===== config.mk =====
export PLATFORM = sky130hd
export DESIGN_NAME = bus_arbiter
export DESIGN_NICKNAME = d
export VERILOG_FILES = /design/src/rtl/bus_arbiter.sv
export SDC_FILE = /design/constraint.sdc
export NUM_CORES = 1
export LEC_CHECK = 0
export BUFFER_PORTS_ARGS = -buffer_cell sky130_fd_sc_hd__buf_4
export CORE_MARGIN = 5
export CORE_UTILIZATION = 34
export DETAILED_ROUTE_END_ITERATION = 6
export GPL_ROUTABILITY_DRIVEN = 1
export MAX_ROUTING_LAYER = met4
export PLACE_DENSITY_LB_ADDON = 0.3
export SLEW_MARGIN = 10
export SYNTH_ARGS = -nofsm -noshare
export SYNTH_HDL_FRONTEND = slang
export SYNTH_SLANG_ARGS = --single-unit

===== constraint.sdc =====
create_clock -name clk -period 3.1 [get_ports clk]
set_input_delay 0.62 -clock clk [delete_from_list [all_inputs] [get_ports clk]]
set_output_delay 0.62 -clock clk [all_outputs]
set_load 0.05 [all_outputs]

===== src/rtl/bus_arbiter.sv =====
// Two-master arbiter for the serial system bus: grants, mux select and tenure watchdog.
// Optional ARB_ROUND_ROBIN_EN: ties go to the master that did not win the previous tenure.
module bus_arbiter #(
   parameter int unsigned TIMEOUT_CYCLES = 1024,
   parameter int unsigned CNT_W          = 11
) (
   input  logic clk,
   input  logic reset,
   input  logic m1_request,
   input  logic m2_request,
   input  logic bus_done,
   output logic m1_grant,
   output logic m2_grant,
   output logic arbitor_busy,
   output logic bus_busy,
   output logic master_sel,
   output logic timeout_flag
);

   typedef enum logic [2:0] {
      StIdle,
      StArbitrate,
      StGrant1,
      StGrant2,
      StRelease
   } state_e;

   localparam logic [CNT_W-1:0] CntMax      = '1;
   localparam logic [CNT_W-1:0] TimeoutLast = CNT_W'(TIMEOUT_CYCLES - 1);
   localparam bit               WdogEn      = (TIMEOUT_CYCLES != 0);

   state_e           state;
   logic [CNT_W-1:0] count;
   logic             any_req;
   logic             tie_sel;
   logic             win_sel;
   logic             own_req;
   logic             wdog_hit;
   logic             tenure_end;

`ifdef ARB_ROUND_ROBIN_EN
   // 0 = master 1 won the last tenure, 1 = master 2
   logic last_winner;

   assign tie_sel = ~last_winner;
`else
   assign tie_sel = 1'b0;
`endif

   assign any_req    = m1_request | m2_request;
   assign own_req    = (state == StGrant1) ? m1_request : m2_request;
   assign wdog_hit   = WdogEn && (count == TimeoutLast);
   assign tenure_end = wdog_hit || !own_req || bus_done;

   always_comb begin
      win_sel = 1'b0;
      if (m1_request && m2_request) begin
         win_sel = tie_sel;
      end else begin
         win_sel = ~m1_request;
      end
   end

   always_ff @(posedge clk or negedge reset) begin
      if (!reset) begin
         state        <= StIdle;
         count        <= '0;
         m1_grant     <= 1'b0;
         m2_grant     <= 1'b0;
         arbitor_busy <= 1'b0;
         bus_busy     <= 1'b0;
         master_sel   <= 1'b0;
         timeout_flag <= 1'b0;
`ifdef ARB_ROUND_ROBIN_EN
         last_winner  <= 1'b1;
`endif
      end else begin
         timeout_flag <= 1'b0;
         unique case (state)
            StIdle: begin
               if (any_req) begin
                  state        <= StArbitrate;
                  arbitor_busy <= 1'b1;
                  bus_busy     <= 1'b1;
               end
            end
            StArbitrate: begin
               arbitor_busy <= 1'b0;
               if (!any_req) begin
                  state    <= StIdle;
                  bus_busy <= 1'b0;
               end else begin
                  state      <= win_sel ? StGrant2 : StGrant1;
                  count      <= '0;
                  master_sel <= win_sel;
                  m1_grant   <= ~win_sel;
                  m2_grant   <= win_sel;
`ifdef ARB_ROUND_ROBIN_EN
                  last_winner <= win_sel;
`endif
               end
            end
            StGrant1, StGrant2: begin
               // Saturate so a long tenure can never wrap into a false timeout
               if (count != CntMax) begin
                  count <= count + 1'b1;
               end
               if (tenure_end) begin
                  state        <= StRelease;
                  m1_grant     <= 1'b0;
                  m2_grant     <= 1'b0;
                  timeout_flag <= wdog_hit;
               end
            end
            StRelease: begin
               state    <= StIdle;
               bus_busy <= 1'b0;
            end
            default: begin
               state        <= StIdle;
               m1_grant     <= 1'b0;
               m2_grant     <= 1'b0;
               arbitor_busy <= 1'b0;
               bus_busy     <= 1'b0;
            end
         endcase
      end
   end

   grant_mutex: assert property (@(posedge clk) disable iff (!reset) !(m1_grant && m2_grant));

endmodule


==> impl_results.md <==
* Synth area leader: dfrtp_1
* Final Hold Vio Count at 0
* Die height at 64.8 microns
* Final instance area at 0.00115 sq mm
* Sequential share of the synthesized area at 0.490
* Number of buffers created by CTS at 3
* Net count, final at 122
* Crit-path cells: ha_1 -> nand3_1 -> o31ai_1 -> nor2_1 -> nor3_1
* Ys flop type: dfrtp_1
* Slew @ Worst Pin at 0.578 ns
* Placed Area at 0.00112 sq mm
* R2R depth at 5
* Synth Warn # at 0
* Detailed Route Iter0 Violations at 55
* Min Hold Slack at 0.175 ns
* Top post-synthesis cells by count: dfrtp_1, nand2_1, nor2_1
* Syn-to-layout area delta at 12.9%
* Largest net degree at the start of global routing at 21
* Initial antenna violation count at 0
* Clk sinks at 20
* Die W at 64.8 microns
* Slew HR at 0.611
* # IOs at 11
* Skew final at 0.00249 ns
* Clock Tree Root: clkbuf_4
* Status: finished clean
* DR vias/cell at 5.90
* Clock tree buffer depth at 2
* CTS tree: built
* Via count at 862
* Top-count cell post-synth: dfrtp_1
* Drt pass-1 iters at 4
* Maxcap violations at 0
* Core area at 0.00283 sq mm
* Yosys reg bits at 20
* Post-DP HPWL at 1630 microns
* Final setup violation count at 0
* TNS Setup at 0 ns
* Syn_nets at 109
* Data arrival time of the worst path at 1.94 ns
* R2R Setup Slk at 1.38 ns
* Fillers at 295
* EDFF count, synth at 0
* Most area-consuming cells after synthesis: dfrtp_1, a21oi_1, nand3_1, nand2_1, nor2_1
* Postcts setup bufs at 0
* Wire per inst at 15.6 microns
* RePlAce Congestion at 0.845
* H-tree levels at 1
* Worst-Skew Late Latency at 0.30 ns
* Critical Path Start: count[0]
* Synth top area share at 0.490
* # hold bufs at CTS at 0
* CP required at 3.33 ns
* Pins over their slew limit at 0
* Peak Freq at 583 MHz
* GRT Util Overall at 0.131
* PD cells at 808 mW/mm^2
* RSZ-0062 raised after global routing: false
* Reg-to-reg critical path endpoint: count[2]
* Vias in the first global route at 897
* Starting Density at 0.361
* First-pass GRT wire length at 4190 microns
* Layout cell share with drive strength beyond 1 at 0.174
* Worst path slowest cell: o31ai_1
* Period utilization at 0.553
* Reg2Reg Launch Point: count[0]
* Row count at 19
* Startpoint types: flip-flop
* Antenna cell count at 0
* Fraction of registers with async set/reset at 1.00
* CTS resizes at 0
* Total wire length at 2270 microns
* Gr ovfl total at 0
* CP Max Fanout at 6
* Clock-pin slew on the worst setup and hold paths at 0.11 ns
* WP buf/inv at 0
* Period minus WS final at 1.72 ns
* Worst hold path class: in2async
* CP max stage delay at 0.55 ns
* CP Class: reg2reg
* Cells after Synth at 103
* Post-synth design cell area at 0.00102 sq mm
* Port Buffer Count at 10
* Library cells used by synthesis at 40
* Die area at 0.00420 sq mm
* Leakage at 0.513 nW
* Peak supply drop at 0.000443 V
* Avg Synthesized Cell Area at 9.92 sq um
* DRC violations left at 0
* Remaining antenna violation count at 0
* CP delay by family, top: compound AO/OA/AOI/OAI gates
* CP endpoint kind: flip-flop
==> worst max-delay path by stage <==
stage          cells past startpoint       end  slack (ns)
2_1_floorplan                      5  count[5]        1.36
3_3_place_gp                       5  count[5]        1.29
3_5_place_dp                       5  count[5]        1.27
4_1_cts                            5  count[2]        1.38
5_1_grt                            5  count[2]        1.14
6_report                           5  count[2]        1.38
==> cell families after synthesis <==
kind of cell | count (synthesis) | synth area share
XOR/XNOR | 1 | 0.00857
AND/OR/NAND/NOR | 45 | 0.251
adder cells (fa/ha/maj) | 1 | 0.0122
flip-flops | 20 | 0.490
AO/OA/AOI/OAI | 31 | 0.209
buffers and inverters | 5 | 0.0294
==> flip-flops by register name, summed over array words and instances (netlist names) <==
name          count
timeout_flag      1
state             3
bus_busy          1
arbitor_busy      1
m1_grant          1
count            11
m2_grant          1
master_sel        1
==> worst reg2reg max path: stages, from the launching register on <==
cell	delay [ns]
dfrtp_1	0.46
ha_1	0.24
nand3_1	0.13
o31ai_1	0.55
nor2_1	0.08
nor3_1	0.19
==> area by class of cell <==
class,instances,area [sq um],area share
timing repair buffer,10,75.1,0.0651
tap,31,38.8,0.0336
sequential,20,500,0.434
multi-input combinational,78,492,0.426
inverter,3,11.3,0.00976
clock buffer,4,36.3,0.0315
==> cells in the final DEF (no fill, tap or decap), types with 2 or more instances in the layout <==
master and n:
a211oi_1 2, a21oi_1 6, and2_1 2, buf_4 10
clkbuf_4 3, dfrtp_1 20, inv_1 3, nand2_1 8
nand2b_1 3, nand3_1 6, nand4_1 2, nor2_1 8
nor3_1 4, o211ai_1 3, o21ai_0 5, o31a_1 2
o31ai_1 3, or4_1 2
==> routing by layer <==
layer  part of all wire  wire length (microns)  up-vias  global-route usage
met2               0.48                   1100       25               0.201
li1                   -                      -      409                   -
met1               0.46                   1050      426               0.163
met5                  0                      0        -                   -
met3              0.046                    104        2              0.0415
met4              0.011                     24        0              0.0501
==> power breakdown <==
group / total, mW / switching [mW] / internal [mW]
clock network: 0.154 / 0.0821 / 0.0717
registers: 0.400 / 0.0772 / 0.323
logic: 0.378 / 0.240 / 0.139
==> stage by stage <==
stage	power, mW	utilization	std cells	setup WS (ns)
2_1_floorplan	0.677	-	103	1.36
3_3_place_gp	0.771	0.395	142	1.29
6_report	0.932	0.408	146	1.38
4_1_cts	0.940	0.408	146	1.38
5_1_grt	1.00	0.408	146	1.14
3_5_place_dp	0.783	0.395	142	1.27
No activity file was read; power rests on OpenSTA's default activity.
